==> src/rtl/adder_bist_pkg.sv <==
// ---------------------------------------------------------------------------
// adder_bist_pkg
// Shared definitions for the adder BIST engine.
//   - bist_state_t : engine sequencing states
//   - LFSR_MASK    : Galois feedback taps for x^64+x^63+x^61+x^60+1 (right shift)
//   - MISR_POLY    : feedback injected into the low bits when the MISR MSB shifts out
//   - bitrev       : 64-bit bit reversal used to derive operand b from the LFSR
// ---------------------------------------------------------------------------
package adder_bist_pkg;

    typedef enum logic [1:0] {
        IDLE  = 2'd0,
        RUN   = 2'd1,
        DRAIN = 2'd2,
        DONE  = 2'd3
    } bist_state_t;

    localparam logic [63:0] LFSR_MASK = 64'hD800_0000_0000_0000;
    localparam logic [63:0] MISR_POLY = 64'h0000_0000_0000_001B;

    function automatic logic [63:0] bitrev(input logic [63:0] value);
        logic [63:0] rev;
        rev = '0;
        for (int i = 0; i < 64; i++) begin
            rev[i] = value[63 - i];
        end
        return rev;
    endfunction

endpackage

==> src/rtl/adder_bist_engine_lfsr.sv <==
// ---------------------------------------------------------------------------
// bist_lfsr64
// 64-bit right-shifting Galois LFSR used as the BIST pattern source.
// Ports:
//   clk    in   1   rising-edge clock
//   rst_n  in   1   async active-low reset, loads SEED
//   load   in   1   reload SEED (has priority over step)
//   step   in   1   advance one LFSR step
//   value  out  64  current LFSR contents
// ---------------------------------------------------------------------------
module bist_lfsr64
    import adder_bist_pkg::*;
#(
    parameter logic [63:0] SEED = 64'h0123_4567_89AB_CDEF
) (
    input  logic        clk,
    input  logic        rst_n,
    input  logic        load,
    input  logic        step,
    output logic [63:0] value
);

    always_ff @(posedge clk or negedge rst_n) begin
        if (!rst_n) begin
            value <= SEED;
        end else if (load) begin
            value <= SEED;
        end else if (step) begin
            // Bit shifted out of the LSB folds back in through the tap mask.
            value <= (value >> 1) ^ (value[0] ? LFSR_MASK : 64'h0);
        end
    end

endmodule

==> src/rtl/adder_bist_engine.sv <==
// ---------------------------------------------------------------------------
// adder_bist_engine
// BIST driver and response compactor for the 64-bit add/sub unit. Drives
// LFSR-derived operands into the adder, folds the returned sum/carry into a
// MISR and compares the final signature against GOLDEN_SIG.
// Ports:
//   clk          in   1      rising-edge clock
//   rst_n        in   1      async active-low reset
//   start        in   1      run request, honoured in IDLE/DONE only
//   adder_a      out  WIDTH  operand a (LFSR state while running, else 0)
//   adder_b      out  WIDTH  operand b (bit-reversed LFSR while running, else 0)
//   adder_op     out  1      0=add, 1=subtract (alternates while running)
//   adder_sum    in   WIDTH  adder result
//   adder_carry  in   1      adder carry/borrow out
//   busy         out  1      high while issuing or draining
//   done         out  1      high once the run has finished, until next start
//   pass         out  1      valid with done; signature matched GOLDEN_SIG
//   signature    out  WIDTH  current MISR contents
// The LFSR/MISR polynomials are 64-bit, so WIDTH must stay at 64.
// ---------------------------------------------------------------------------
module adder_bist_engine
    import adder_bist_pkg::*;
#(
    parameter int               WIDTH         = 64,
    parameter int               N_PATTERNS    = 256,
    parameter int               ADDER_LATENCY = 1,
    parameter logic [WIDTH-1:0] SEED          = 64'h0123_4567_89AB_CDEF,
    parameter logic [WIDTH-1:0] GOLDEN_SIG    = 64'h0
) (
    input  logic             clk,
    input  logic             rst_n,
    input  logic             start,
    output logic [WIDTH-1:0] adder_a,
    output logic [WIDTH-1:0] adder_b,
    output logic             adder_op,
    input  logic [WIDTH-1:0] adder_sum,
    input  logic             adder_carry,
    output logic             busy,
    output logic             done,
    output logic             pass,
    output logic [WIDTH-1:0] signature
);

    localparam int CNT_W = (N_PATTERNS > 1) ? $clog2(N_PATTERNS) : 1;
    localparam logic [CNT_W-1:0] LAST_CNT = CNT_W'(N_PATTERNS - 1);

    typedef logic [ADDER_LATENCY-1:0] vld_t;

    bist_state_t      state;
    bist_state_t      state_next;
    logic [CNT_W-1:0] cnt;
    vld_t             vld_sr;
    vld_t             vld_next;
    logic [WIDTH-1:0] lfsr;
    logic [WIDTH-1:0] misr;
    logic [WIDTH-1:0] misr_next;
    logic             start_ok;
    logic             in_run;
    logic             compact;

    bist_lfsr64 #(
        .SEED (SEED)
    ) u_lfsr (
        .clk   (clk),
        .rst_n (rst_n),
        .load  (start_ok),
        .step  (in_run),
        .value (lfsr)
    );

    assign in_run  = (state == RUN);
    // Valid tags ride alongside the adder pipeline; the oldest tag marks the
    // cycle whose adder_sum belongs to an issued vector.
    assign vld_next = (vld_sr << 1) | vld_t'(in_run);
    assign compact  = vld_sr[ADDER_LATENCY-1];

    // Carry is folded into bit 0 so a carry-only fault still perturbs the signature.
    assign misr_next = {misr[WIDTH-2:0], 1'b0}
                     ^ (misr[WIDTH-1] ? MISR_POLY : 64'h0)
                     ^ {adder_sum[WIDTH-1:1], adder_sum[0] ^ adder_carry};

    assign adder_a   = in_run ? lfsr : '0;
    assign adder_b   = in_run ? bitrev(lfsr) : '0;
    assign adder_op  = in_run & cnt[0];
    assign signature = misr;

    always_ff @(posedge clk or negedge rst_n) begin
        if (!rst_n) begin
            state <= IDLE;
        end else begin
            state <= state_next;
        end
    end

    always_comb begin
        state_next = state;
        start_ok   = 1'b0;
        busy       = 1'b0;
        unique case (state)
            IDLE, DONE: begin
                if (start) begin
                    start_ok   = 1'b1;
                    state_next = RUN;
                end
            end
            RUN: begin
                busy = 1'b1;
                if (cnt == LAST_CNT) begin
                    state_next = DRAIN;
                end
            end
            DRAIN: begin
                busy = 1'b1;
                // Leave once the final in-flight result is compacted on this edge.
                if (vld_next == '0) begin
                    state_next = DONE;
                end
            end
            default: begin
                state_next = IDLE;
            end
        endcase
    end

    always_ff @(posedge clk or negedge rst_n) begin
        if (!rst_n) begin
            cnt    <= '0;
            vld_sr <= '0;
            misr   <= '0;
            done   <= 1'b0;
            pass   <= 1'b0;
        end else begin
            vld_sr <= vld_next;
            if (start_ok) begin
                cnt  <= '0;
                misr <= '0;
                done <= 1'b0;
                pass <= 1'b0;
            end else begin
                if (in_run) begin
                    cnt <= cnt + 1'b1;
                end
                if (compact) begin
                    misr <= misr_next;
                end
                // The verdict must include the compaction happening on this same edge.
                if (state == DRAIN && state_next == DONE) begin
                    done <= 1'b1;
                    pass <= ((compact ? misr_next : misr) == GOLDEN_SIG);
                end
            end
        end
    end

endmodule

==> config.mk <==
export PLATFORM = sky130hd
export DESIGN_NAME = adder_bist_engine
export DESIGN_NICKNAME = d
export VERILOG_FILES = /design/src/rtl/adder_bist_pkg.sv /design/src/rtl/adder_bist_engine_lfsr.sv /design/src/rtl/adder_bist_engine.sv
export SDC_FILE = /design/constraint.sdc
export NUM_CORES = 1
export LEC_CHECK = 0
export CORE_AREA = 8 8 105 179
export CTS_CLUSTER_SIZE = 28
export DETAILED_ROUTE_END_ITERATION = 16
export DIE_AREA = 0 0 113 187
export PLACE_DENSITY_LB_ADDON = 0.3
export SYNTH_ARGS = -nofsm -noshare
export SYNTH_HDL_FRONTEND = slang
export SYNTH_SLANG_ARGS = --single-unit
==> constraint.sdc <==
create_clock -name clk -period 2.22 [get_ports clk]
set_input_delay 0.555 -clock clk [delete_from_list [all_inputs] [get_ports clk]]
set_output_delay 0.555 -clock clk [all_outputs]
set_load 0.03 [all_outputs]
# After elaboration in Yosys (flattened, before gate mapping)

Index checks and enable logic that the tools add are counted.

Flip-flop bits (word level): 141

Add/sub/neg operators: 1
Equality and inequality tests: 5
Reductions and logical operators: 7
Mux-type cells: 20
Bitwise logic cells: 5

Operator list:

| cell                                                             | count |
|---|---|
| 64-bit two-way mux                                               | 7 |
| 64-bit zero test                                                 | 1 |
| 63-bit by 64-bit bitwise XOR with 64-bit output                  | 1 |
| 64-bit by 5-bit bitwise XOR with 64-bit output                   | 1 |
| 64-bit bitwise XOR                                               | 1 |
| 8-bit two-way mux                                                | 2 |
| 8-bit by 1-bit adder with 8-bit output (second input constant)   | 1 |
| 8-bit == test (second input constant)                            | 1 |
| 1-bit two-way mux                                                | 7 |
| 2-bit == test (second input constant)                            | 3 |
| 2-bit case mux with 3 select lines                               | 1 |
| 5-bit two-way mux                                                | 1 |
| 2-bit two-way mux                                                | 2 |
| 2-bit nonzero test                                               | 2 |
| 2-bit OR reduction                                               | 2 |
| 2-bit by 1-bit == test with 1-bit output (second input constant) | 1 |
| 2-bit zero test                                                  | 1 |
| 1-bit bitwise AND                                                | 1 |
| 1-bit logical AND                                                | 1 |
| 1-bit bitwise XOR                                                | 1 |

# Depth between registers and ports, before layout

Gate-level depths: netlist (run 1).

Depth in word-level cells: 7
Gate-level depth with buffers: 7
Gate-level depth less buffers: 7

# By module

From an unflattened synthesis (run 1), not the netlist that was laid out.

Cells, all modules: 749
Area, all modules: 7668.6 um^2

Modules (own cells, without submodules):

| module            | sequential area each (um^2) | cells each | times used | area an instance (um^2) |
|---|---|---|---|---|
| adder_bist_engine | 1926.8                      | 536        | 1          | 4923.5 |
| bist_lfsr64       | 1641.6                      | 213        | 1          | 2745.1 |

# Worst setup path after synthesis (run 1)

OpenSTA, ideal clock, no wires.

Kind: register to output
Start point: register state[1]
End point: output port adder_b[11]
Arrival time: 1681 ps
Cell stages (with the launch flop): 7
Path slack: -16 ps
Required time: 1665 ps
Path buffers: 3
Cells stage by stage: dfrtp_1 inv_1 ha_1 clkbuf_1 clkbuf_1 and2_1 buf_4

Cells in the longest elaborated chain, start to end: 2

RTL lines:

| element                                  | line                    | RTL |
|---|---|---|
| start: declaration                       | adder_bist_engine.sv:49 | `bist_state_t state;` |
| start signal: assignment                 | adder_bist_engine.sv:91 | `state <= state_next;` |
| 2-bit by 1-bit == test with 1-bit output | adder_bist_engine.sv:71 | `assign in_run = (state == RUN);` |
| net in_run                               | adder_bist_engine.sv:58 | `logic in_run;` |
| 64-bit two-way mux                       | adder_bist_engine.sv:83 | `assign adder_b = in_run ? bitrev(lfsr) : '0;` |
| end: declaration                         | adder_bist_engine.sv:34 | `output logic [WIDTH-1:0] adder_b,` |

The timed path passes the listed nets, and every way through them passes these cells.

# Worst setup path in the final report (run 1)

Start point: register state[1]
End point: output port adder_a[14]

Cells in the longest elaborated chain, start to end: 2

RTL lines:

| element                                  | line                    | RTL |
|---|---|---|
| 2-bit by 1-bit == test with 1-bit output | adder_bist_engine.sv:71 |  |
| net in_run                               | adder_bist_engine.sv:58 |  |
| 64-bit two-way mux                       | adder_bist_engine.sv:82 | `assign adder_a = in_run ? lfsr : '0;` |
| end: declaration                         | adder_bist_engine.sv:33 | `output logic [WIDTH-1:0] adder_a,` |

The timed path passes the listed nets, and every way through them passes these cells.

==> impl_results.md, run 1 <==
- Outcome: finished, violations left
- Failing checks: negative setup slack
- Internal power: 11.6 mW
- Ports: 264
- Clock transition at path regs: 60 ps
- Setup violations, final: 21
- Max Clk Rate: 447 MHz
- DP HPWL: 15.6 mm
- Final Skew: 21.0 ps
- CP Max Fanout: 8
- Yosys top cell area share: 37.7%
- DP Area: 9440 um2
- Post-synth EDFFs: 0
- Area leader, netlist: dfrtp_1
- Vias in the first global route: 6,351
- Setup ws final: -17.4 ps
- Gr usage total: 20.0%
- TritonCTS Sinks: 141
- Register area share after synthesis: 49.3%
- Ant. Diodes: 0
- VDD IR-drop max: 1.17 mV
- Most used flip-flop cell after synthesis: dfrtp_1
- CTS Buf Count: 17
- Crit path DAT: 1680 ps
- YS warnings: 0
- Worst-Skew Late Latency: 420 ps
- Final wirelength: 22.9 mm
- Die area: 21,100 um2
- WHS: 41.4 ps
- Worst slew pin tran: 471 ps
- Area growth syn-to-layout: 50.3%
- Async SR Flop Fraction: 100%
- Clk network pwr share: 13.8%
- Footprint of the multi-input gates: 3110 um2
- Seq cells post-synth: 141
- ANT nets after route: 0
- Initial antenna violation count: 0
- Register Area: 3570 um2
- Cell area after synthesis: 7240 um2
- CTS tree: done
- Number of fill cells: 1,245
- WL per Instance: 20.1 um
- Comb pwr share: 61.7%
- Pins Over Slew Limit: 0
- Syn Inst Count: 714
- Max-cap violation count: 0
- HP Class: input pin to asynchronous set/reset pin
- DR DRC count: 0
- Worst Setup Start Kind: flop
- Top post-synthesis cells by area: dfrtp_1 38%, dfstp_2 12%, xnor2_1 8.2%, buf_4 6.7%, a211oi_1 6.2%
- Fin crit share: 101%
- Net Sw Frac: 45.4%
- Yosys cell types: 35
- Leak: 4.75 nW
- Synthesized Nets: 785
- Final worst path period need: 2240 ps
- Slew headroom: 68.6%
- Sw power: 9.66 mW
- RSZ-0062 raised after global routing: true
- Input/output buffers: 263
- WP data required: 1660 ps
- CTS root buffer: clkbuf_16
- Starting DRT DRC Count: 202
- Final Wtd Congestion: 0.854
- Final setup TNS: -145 ps
- Avg Cell Area, Syn: 10.1 um2
- Total global routing overflow: 0
- Placement row count: 62
- Seq pwr share: 24.5%
- Initial core utilization: 44.5%
- H-tree levels: 4
- DRT Pass-1 Iters: 4
- Largest net degree at the start of global routing: 62
- Place WS: -255 ps
- Total core area: 16,300 um2
- Pwr dens: 1960 nW/um2
- NumNets Final: 1,005
- Deepest clock path buffer count: 2
- Crit path kind: flop to primary output
- Worst r2r path cells: 9
- DIE WIDTH: 113 um
- Finished Cell Area: 10,900 um2
- Setup crit end kind: primary output
- Cts hold-fix bufs: 0
- Final-report hold violation count: 0
- Number of vias per cell: 5.36
- First-pass GRT wire length: 33.9 mm
- Die Height: 187 um
- Via count: 6,107
- Share of layout cells above drive strength 1: 33.2%
-- layout make-up --
| cell class | instances | share of cell area (%) |
|---|---|---|
| Timing Repair Buffer | 310 | 30.6 |
| Sequential cell | 141 | 32.8 |
| Multi-Input combinational cell | 458 | 28.6 |
| Tap cell | 192 | 2.21 |
| Clock inverter | 13 | 1.41 |
| Clock buffer | 19 | 4.16 |
| Inverter | 6 | 0.207 |
-- state kept, by name (all words and copies together), names as in the netlist --
register      cells
state             2
signature        64
done              1
u_lfsr.value     64
compact           1
pass              1
cnt               8
-- worst max-delay path, stage by stage, from the launching register on --
cell and delay [ps]:
dfrtp_1 410, inv_2 80, ha_4 150, buf_12 140, buf_16 130, and2_1 190
buf_6 150
-- per-layer routing --
layer / share of wire [%] / track usage (%) / up-vias
li1: - / - / 2851
met4: 2.9 / 8.51 / 0
met3: 6.9 / 4.40 / 36
met2: 51 / 34.7 / 251
met5: 0 / 0 / -
met1: 39 / 22.9 / 2969
-- layout by cell type, fill, tap and decap left out, types with 2 or more instances in the layout --
master | Yosys | routed
nand4_1 | 17 | 17
a211oi_1 | 60 | 60
dfrtp_1 | 109 | 108
clkdlybuf4s50_1 | 0 | 131
ha_1 | 3 | 2
bufinv_16 | 0 | 2
buf_12 | 2 | 13
inv_2 | 1 | 2
xnor2_1 | 68 | 68
and2_4 | 0 | 59
nand3_1 | 6 | 6
mux2i_1 | 6 | 6
buf_4 | 65 | 50
o211a_1 | 2 | 2
or3_1 | 3 | 3
clkinvlp_4 | 0 | 4
a31oi_1 | 4 | 4
buf_6 | 0 | 109
nor3_1 | 5 | 5
and3_1 | 2 | 2
xor2_1 | 8 | 8
a21oi_1 | 36 | 36
o21ai_0 | 3 | 3
dfstp_2 | 32 | 32
clkbuf_8 | 0 | 2
nand2_1 | 11 | 11
and2_1 | 67 | 2
clkinv_4 | 0 | 3
clkbuf_16 | 0 | 22
inv_6 | 0 | 3
inv_1 | 5 | 4
nor4_1 | 15 | 15
a211o_1 | 32 | 32
nor2_1 | 104 | 104
and2_2 | 0 | 6
-- Yosys cell counts (8+ instances only) --
cell type  instances
dfrtp_1          109
nor2_1           104
xnor2_1           68
and2_1            67
buf_4             65
a211oi_1          60
a21oi_1           36
a211o_1           32
clkbuf_1          32
dfstp_2           32
nand4_1           17
nor4_1            15
nand2_1           11
buf_2              8
xor2_1             8
-- per-stage QoR --
stage               std cells  power, mW  utilization, %
floorplan                 714       12.7               -
global placement         1085       16.5            58.0
detailed placement       1085       16.6            58.0
CTS                      1118       20.0            62.5
global route             1139       22.3            66.8
finish                   1139       21.3            66.8
-- worst paths after layout --
check | from | end | slack [ps]
hold / removal | rst_n | signature[25] | 40
setup / recovery | state[1] | adder_a[14] | -20
max in group asynchronous | rst_n | u_lfsr.value[11] | 1480
hold reg to reg | done | done | 500
min in group clk | done | done | 500
setup reg to reg | state[1] | u_lfsr.value[63] | 270
-- cell families (layout without fill, tap and decap cells) --
group                      count (synthesis)  count (layout)  share of synthesized area, %
AOI/OAI and AO/OA                        142             142                          14.1
xor gates and xnor gates                  76              76                          9.19
adders and majority gates                  3               3                         0.518
buffers and inverters                    115             348                          10.1
DFF                                      141             141                          49.3
muxes                                      6               6                         0.829
and+or+nand+nor                          231             231                          16.0
-- power by group through the flow --
stage | logic (mW) | registers [mW] | clock network, mW
2_1_floorplan | 6.84 | 5.90 | 0
3_3_place_gp | 11.3 | 5.16 | 0
3_5_place_dp | 11.4 | 5.20 | 0
4_1_cts | 11.8 | 5.19 | 2.98
5_1_grt | 13.9 | 5.39 | 3.07
6_report | 13.1 | 5.22 | 2.93
-- what timing repair did --
action,in CTS,in global routing
hold endpoints to repair,0,0
resized for setup,39,136
pin swaps,1,2
setup buffers,0,15
setup endpoints to repair,130,124
gates cloned,1,6
(Power assumes the default switching activity.)
==> run 2: changes to the inputs <==
--- a/config.mk
+++ b/config.mk
@@ -5,10 +5,12 @@
 export SDC_FILE = /design/constraint.sdc
 export NUM_CORES = 1
 export LEC_CHECK = 0
-export CORE_AREA = 8 8 105 179
+export CELL_PAD_IN_SITES_DETAIL_PLACEMENT = 1
+export CELL_PAD_IN_SITES_GLOBAL_PLACEMENT = 2
+export CORE_AREA = 8 8 133 228
 export CTS_CLUSTER_SIZE = 28
 export DETAILED_ROUTE_END_ITERATION = 16
-export DIE_AREA = 0 0 113 187
+export DIE_AREA = 0 0 141 236
 export PLACE_DENSITY_LB_ADDON = 0.3
 export SYNTH_ARGS = -nofsm -noshare
 export SYNTH_HDL_FRONTEND = slang
==> run 2 against run 1 <==
The flow still finishes with violations (negative setup slack). Register-to-register slack better by 30 ps. Sequential share of layout area down 0.95 points. Global-route usage down 4.0 points. Worst hold slack better by 16 ps. Count of clock-buffer cells in the layout up 3. Non-clock buffer count up 5. Utilization down 25 points. Clock skew down 12 ps. Cell count up 16%. Largest power group unchanged. Fmax about the same. Via count up 0.52%.
==> impl_results.md, run 2 (synthesis gave the netlist of run 1 again) <==
- Final cell count without fillers: 1,322 (+16%)
- Via count: 6,139 (+0.52%)
- Crit-path slowest cell: dfrtp_1
- Pwr dens: 1940 nW/um2 (-0.64%)
- Max Clk Rate: 447 MHz (about the same)
- DR DRC count: 0 (unchanged)
- Number of vias per cell: 4.64 (-13%)
- Outcome: finished, violations left
- H-tree levels: 4 (unchanged)
- Crit path DAT: 1680 ps (about the same)
- Die Height: 236 um (+26%)
- Final Skew: 8.68 ps (-12.3 ps)
- Setup ws final: -15.4 ps (+2.03 ps)
- CTS root buffer: clkbuf_16
- Starting DRT DRC Count: 177 (-12%)
- Highest cell delay on the worst timing path: 390 ps (-20 ps)
- Most frequent cells in the layout: 127 x clkdlybuf4s50_1, 114 x buf_6, 108 x dfrtp_1, 104 x nor2_1, 68 x xnor2_1
- Failing checks: negative setup slack
- CP Max Fanout: 23 (+15)
- Internal power: 12.0 mW (+3.3%)
- DIE WIDTH: 141 um (+25%)
- Final setup TNS: -46.5 ps (+98.7 ps)
- Seq pwr share: 23.9% (-0.6 points)
- Worst-Skew Late Latency: 440 ps (+20 ps)
- Final-report hold violation count: 0 (unchanged)
- Setup violations, final: 5 (-76%)
- WP data required: 1660 ps (about the same)
- Net Sw Frac: 44.8% (-0.55 points)
- DRT Pass-1 Iters: 4 (unchanged)
- Fin crit share: 101% (about the same)
- Setup crit end kind: primary output
- Placement row count: 80 (+29%)
- DP HPWL: 19.1 mm (+23%)
- Gr usage total: 16.0% (-4.0 points)
- Initial antenna violation count: 1 (+1)
- Sw power: 9.76 mW (+1.1%)
- CTS Buf Count: 17 (unchanged)
- Crit path kind: flop to primary output
- Final worst path period need: 2240 ps (-2.03 ps)
- Pins Over Slew Limit: 0 (unchanged)
- Ports: 264 (unchanged)
- HP Class: input pin to asynchronous set/reset pin
- Comb pwr share: 61.2% (-0.5 points)
- Initial core utilization: 26.7% (-18 points)
- First-pass GRT wire length: 40.9 mm (+21%)
- WHS: 57.7 ps (+16.3 ps)
- Reg-to-reg slack, setup: 300 ps (+30 ps)
- Final wirelength: 26.5 mm (+16%)
- Number of fill cells: 2,927 (+140%)
- Total core area: 27,100 um2 (+67%)
- TritonCTS Sinks: 141 (unchanged)
- Final Util: 41.3% (-25 points)
- Slew headroom: 55.3% (-13 points)
- Share of layout cells above drive strength 1: 33.5% (+0.35 points)
- Crit path cell chain: inv_2 -> ha_4 -> buf_12 -> and2_2 -> buf_4
- Deepest clock path buffer count: 2 (unchanged)
- DP Area: 9790 um2 (+3.7%)
- Finished Cell Area: 11,200 um2 (+3.0%)
- Commonest non-fill, non-tap cell in the layout: clkdlybuf4s50_1
- Total global routing overflow: 0 (unchanged)
- Area growth syn-to-layout: 54.8%
- VDD IR-drop max: 1.10 mV (-6.6%)
- Die area: 33,300 um2 (+57%)
- WL per Instance: 20.0 um (-0.18%)
- Worst Setup Start Kind: flop
- Worst slew pin tran: 666 ps (+195 ps)
- Input/output buffers: 263 (unchanged)
- Largest net degree at the start of global routing: 55 (-11%)
- CTS tree: done
- Final Wtd Congestion: 0.784 (-8.2%)
- Clk network pwr share: 15.0% (+1.2 points)
- Vias in the first global route: 6,853 (+7.9%)
- RSZ-0062 raised after global routing: true
- Clock transition at path regs: 60 ps (about the same)
- ANT nets after route: 0 (unchanged)
- NumNets Final: 1,010 (+0.50%)
- Dpl cells: 1,279 (+18%)
- Leak: 4.84 nW (+1.9%)
- Max-cap violation count: 0 (unchanged)
-- run 2: cell count changes in the layout (fill, tap and decap cells not counted), moves of 3 or more --
cell / change
buf_6: +5
clkbuf_16: -4
clkdlybuf4s50_1: -4
buf_4: +3
bufinv_16: +3
dlymetal6s2s_1: +3
inv_6: -3
-- run 2: final timing paths --
path                              start               end  cells past startpoint
max                            state[1]       adder_a[44]                      5
min                               rst_n  u_lfsr.value[44]                      1
max reg2reg                signature[6]              pass                      6
min reg2reg                        done              done                      2
max in group asynchronous         rst_n           compact                      2
min in group clk                   done              done                      2
-- run 2: final cells by class --
| class | count | area, um2 | area share [%] |
|---|---|---|---|
| repair buffers | 315 | 3360 | 30.0 |
| clock buffers | 22 | 484 | 4.32 |
| diodes | 1 | 2.50 | 0.0223 |
| multi-input cells | 458 | 3120 | 27.9 |
| flip-flops and latches | 141 | 3570 | 31.9 |
| inverters | 6 | 22.5 | 0.201 |
| well taps | 369 | 462 | 4.12 |
| clock inverters | 10 | 184 | 1.64 |
-- run 2: metrics by stage --
| stage | setup slack, ps | power (mW) |
|---|---|---|
| 6_report | -15.4 | 21.8 |
| 4_1_cts | -59.6 | 21.3 |
| 3_5_place_dp | -251 | 17.2 |
| 2_1_floorplan | 96.6 | 12.7 |
| 3_3_place_gp | -244 | 17.0 |
| 5_1_grt | -99.7 | 23.0 |
-- run 2: what timing repair did --
action	4_1_cts	5_1_grt
hold endpoints to repair	0	0
gates cloned	3	1
hold buffers	0	0
setup buffers	3	3
pin swaps	1	1
gates resized for setup	66	117
setup endpoints to repair	131	128
-- run 2: critical path: cells and delay by family, from the launching register on --
kind                       cells  cell delay [ps]
DFF                            1              390
and+or+nand+nor                1              210
adders and majority gates      1              200
buffers and inverters          3              430
-- run 2: routing by layer --
metal / global-route usage, % / routed length (um) / vias to the layer above
met5: 0 / 0 / -
li1: - / - / 2869
met4: 5.50 / 415 / 0
met3: 4.69 / 1520 / 19
met1: 17.2 / 10300 / 3065
met2: 28.9 / 14200 / 186
-- run 2: power by group through the flow --
stage	logic (mW)	clock network [mW]	registers, mW
after floorplan	6.84	0	5.90
after global placement	11.8	0	5.18
after detailed placement	11.9	0	5.22
after CTS	12.7	3.36	5.21
after global routing	14.1	3.45	5.40
final	13.3	3.26	5.20
==> run 3: changes to the inputs <==
--- a/config.mk
+++ b/config.mk
@@ -7,10 +7,10 @@
 export LEC_CHECK = 0
 export CELL_PAD_IN_SITES_DETAIL_PLACEMENT = 1
 export CELL_PAD_IN_SITES_GLOBAL_PLACEMENT = 2
-export CORE_AREA = 8 8 133 228
+export CORE_AREA = 2 2 127 222
 export CTS_CLUSTER_SIZE = 28
 export DETAILED_ROUTE_END_ITERATION = 16
-export DIE_AREA = 0 0 141 236
+export DIE_AREA = 0 0 129 224
 export PLACE_DENSITY_LB_ADDON = 0.3
 export SYNTH_ARGS = -nofsm -noshare
 export SYNTH_HDL_FRONTEND = slang
==> run 3 against run 2 <==
The run still ends with negative setup slack left. Clock power decreased by 12%. Wire length decreased by 0.50%. Sequential power increased by 1%. Critical endpoint is now adder_a[1]. Largest power group unchanged. Sequential share of layout area decreased by 0.63 points. Non-clock buffer count increased by 21. Combinational power increased by 5%. Setup slack got worse by 36 ps. Cell count increased by 1.5%. Largest cell class is now buffers. Final area increased by 2.0%. Fmax decreased by 1.6%. Clock skew decreased by 0.73 ps.
==> impl_results.md, run 3 (synthesis gave the netlist of run 1 again) <==
- Deepest clock path buffer count: 2 (unchanged)
- Worst slew pin tran: 612 ps (-53.6 ps)
- DRT Pass-1 Iters: 4 (unchanged)
- Overall power: 22.0 mW (+1.1%)
- Placement row count: 80 (unchanged)
- Total core area: 27,100 um2 (unchanged)
- WL per Instance: 19.6 um (-2.0%)
- Area growth syn-to-layout: 57.9%
- Met2 usage: 31.0% (+2.1 points)
- Crit path DAT: 1720 ps (+40 ps)
- Highest cell delay on the worst timing path: 400 ps (about the same)
- Hold depth: 2
- Input/output buffers: 263 (unchanged)
- CTS root buffer: clkbuf_16
- Pwr dens: 1930 nW/um2 (-0.92%)
- NumNets Final: 1,031 (+2.1%)
- Worst r2r path cells: 8 (+2)
- Die area: 28,900 um2 (-13%)
- Final wirelength: 26.4 mm (-0.50%)
- HP Class: flop to flop
- Cell mode on critical path: buf_6
- Crit-path leading delay family: buffers and inverters
- Crit-path slowest cell: dfrtp_1
- Ports: 264 (unchanged)
- CTS tree: done
- DP Area: 9860 um2 (+0.72%)
- Leak: 4.95 nW (+2.3%)
- Final-report hold violation count: 0 (unchanged)
- DIE WIDTH: 129 um (-8.5%)
- Clock transition at path regs: 60 ps (about the same)
- Fin crit share: 102% (+1.6 points)
- Worst-Skew Late Latency: 440 ps (about the same)
- Final worst path period need: 2270 ps (+35.6 ps)
- Starting DRT DRC Count: 189 (+6.8%)
- CP Max Fanout: 7 (-70%)
- Share of layout cells above drive strength 1: 35.0% (+1.5 points)
- Levels on crit path: 6 (+1)
- WP data required: 1660 ps (about the same)
- H-tree levels: 4 (unchanged)
- First-pass GRT wire length: 38.2 mm (-6.8%)
- Crit path buffers/inverters: 4 (+1)
- Ant. Diodes: 0 (-1)
- Final setup TNS: -3270 ps (-3220 ps)
- VDD IR-drop max: 1.13 mV (+3.4%)
- Via count: 6,254 (+1.9%)
- Largest net degree at the start of global routing: 52 (-5.5%)
- DP HPWL: 17.4 mm (-9.0%)
- Max-cap violation count: 0 (unchanged)
- Slew headroom: 58.9% (+3.6 points)
- Commonest non-fill, non-tap cell in the layout: clkdlybuf4s50_1
- Initial antenna violation count: 0 (-1)
- Setup crit end kind: primary output
- Finished Cell Area: 11,400 um2 (+2.0%)
- Gr usage total: 17.2% (+1.3 points)
- Outcome: finished, violations left
- Setup violations, final: 115 (+110)
- DR DRC count: 0 (unchanged)
- Die Height: 224 um (-5.1%)
- CTS Buf Count: 17 (unchanged)
- Failing checks: negative setup slack
- Setup ws final: -51.0 ps (-35.6 ps)
- Crit path cell chain: inv_2 -> ha_4 -> buf_6 -> clkbuf_16 -> and2_4 -> buf_6
- Vias in the first global route: 6,522 (-4.8%)
- Crit path kind: flop to primary output
- Final Skew: 7.95 ps (-0.731 ps)
- Max Clk Rate: 440 MHz (-1.6%)
- Initial core utilization: 26.7% (unchanged)
- Worst Setup Start Kind: flop
- Grt met1 use: 19.8% (+2.6 points)
- Pins Over Slew Limit: 0 (unchanged)
- RSZ-0062 raised after global routing: true
- ANT nets after route: 0 (unchanged)
- Number of vias per cell: 4.66 (+0.36%)
- Total global routing overflow: 0 (unchanged)
- TritonCTS Sinks: 141 (unchanged)
- M3 GR Usage: 3.92% (-0.78 points)
- Final Wtd Congestion: 0.758 (-3.3%)
- Most frequent cells in the layout: 127 x clkdlybuf4s50_1, 125 x buf_6, 108 x dfrtp_1, 104 x nor2_1, 68 x xnor2_1
- Busiest grt layer: met2
run 3: changes by cell type in the layout (fill, tap and decap cells not counted), moves of 2 or more:
cell and delta:
buf_6 +11, and2_4 +6, and2_2 -5, bufinv_16 -3, clkinvlp_4 +3, clkbuf_16 +3
clkbuf_8 -4, buf_12 +7, buf_8 +2, clkinv_2 +3
run 3: worst register-to-register path, stage by stage, from the launching register on:
cell and delay, ps:
dfrtp_1 420, ha_4 220, buf_4 150, buf_12 130
buf_4 150, inv_2 430, buf_4 300, a21oi_1 90
nor2_1 80
run 3: stage by stage:
step	worst slack (ps)	hold slack, ps	std cells	utilization [%]
6_report	-51.0	515	1342	42.2
5_1_grt	-117	552	1342	42.2
4_1_cts	-109	512	1320	40.1
3_5_place_dp	-220	478	1280	36.4
3_3_place_gp	-218	474	1280	36.4
2_1_floorplan	96.6	259	714	-
run 3: per-layer routing:
metal	wire length [um]	vias up
met5	0	-
met4	776	0
met3	1490	44
met2	14200	229
met1	9920	3092
li1	-	2889
run 3: power breakdown:
group          total (mW)  switching [mW]  internal (mW)
registers            5.25            1.27           3.98
clock network        2.86            1.21           1.65
logic                13.9            7.55           6.37
total                22.0            10.0           12.0
run 3: final timing paths:
path                            slack (ps)      from               end
worst max-delay path                   -50  state[1]        adder_a[1]
worst min-delay path                   510      done              done
worst max register to register         190  state[0]  u_lfsr.value[12]
worst min register to register         510      done              done
max in group asynchronous              920     rst_n  u_lfsr.value[56]
min in group asynchronous              570     rst_n     signature[20]
run 3: final cells by class:
type                            instances  area (um2)
Fill cell                            2946       15700
Clock buffer                           17         425
Clock inverter                         15         149
Timing Repair Buffer                  336        3680
Sequential cell                       141        3570
Inverter                                6        22.5
Tap cell                              369         462
Multi-Input combinational cell        458        3130
run 3: what timing repair did:
item                       CTS  global route
hold buffers                 1             0
gates resized for setup    114           101
cloned                       2             5
setup buffers                5            19
hold endpoints to repair    19             0
pin swaps                    1             6
setup endpoints to repair  130           128
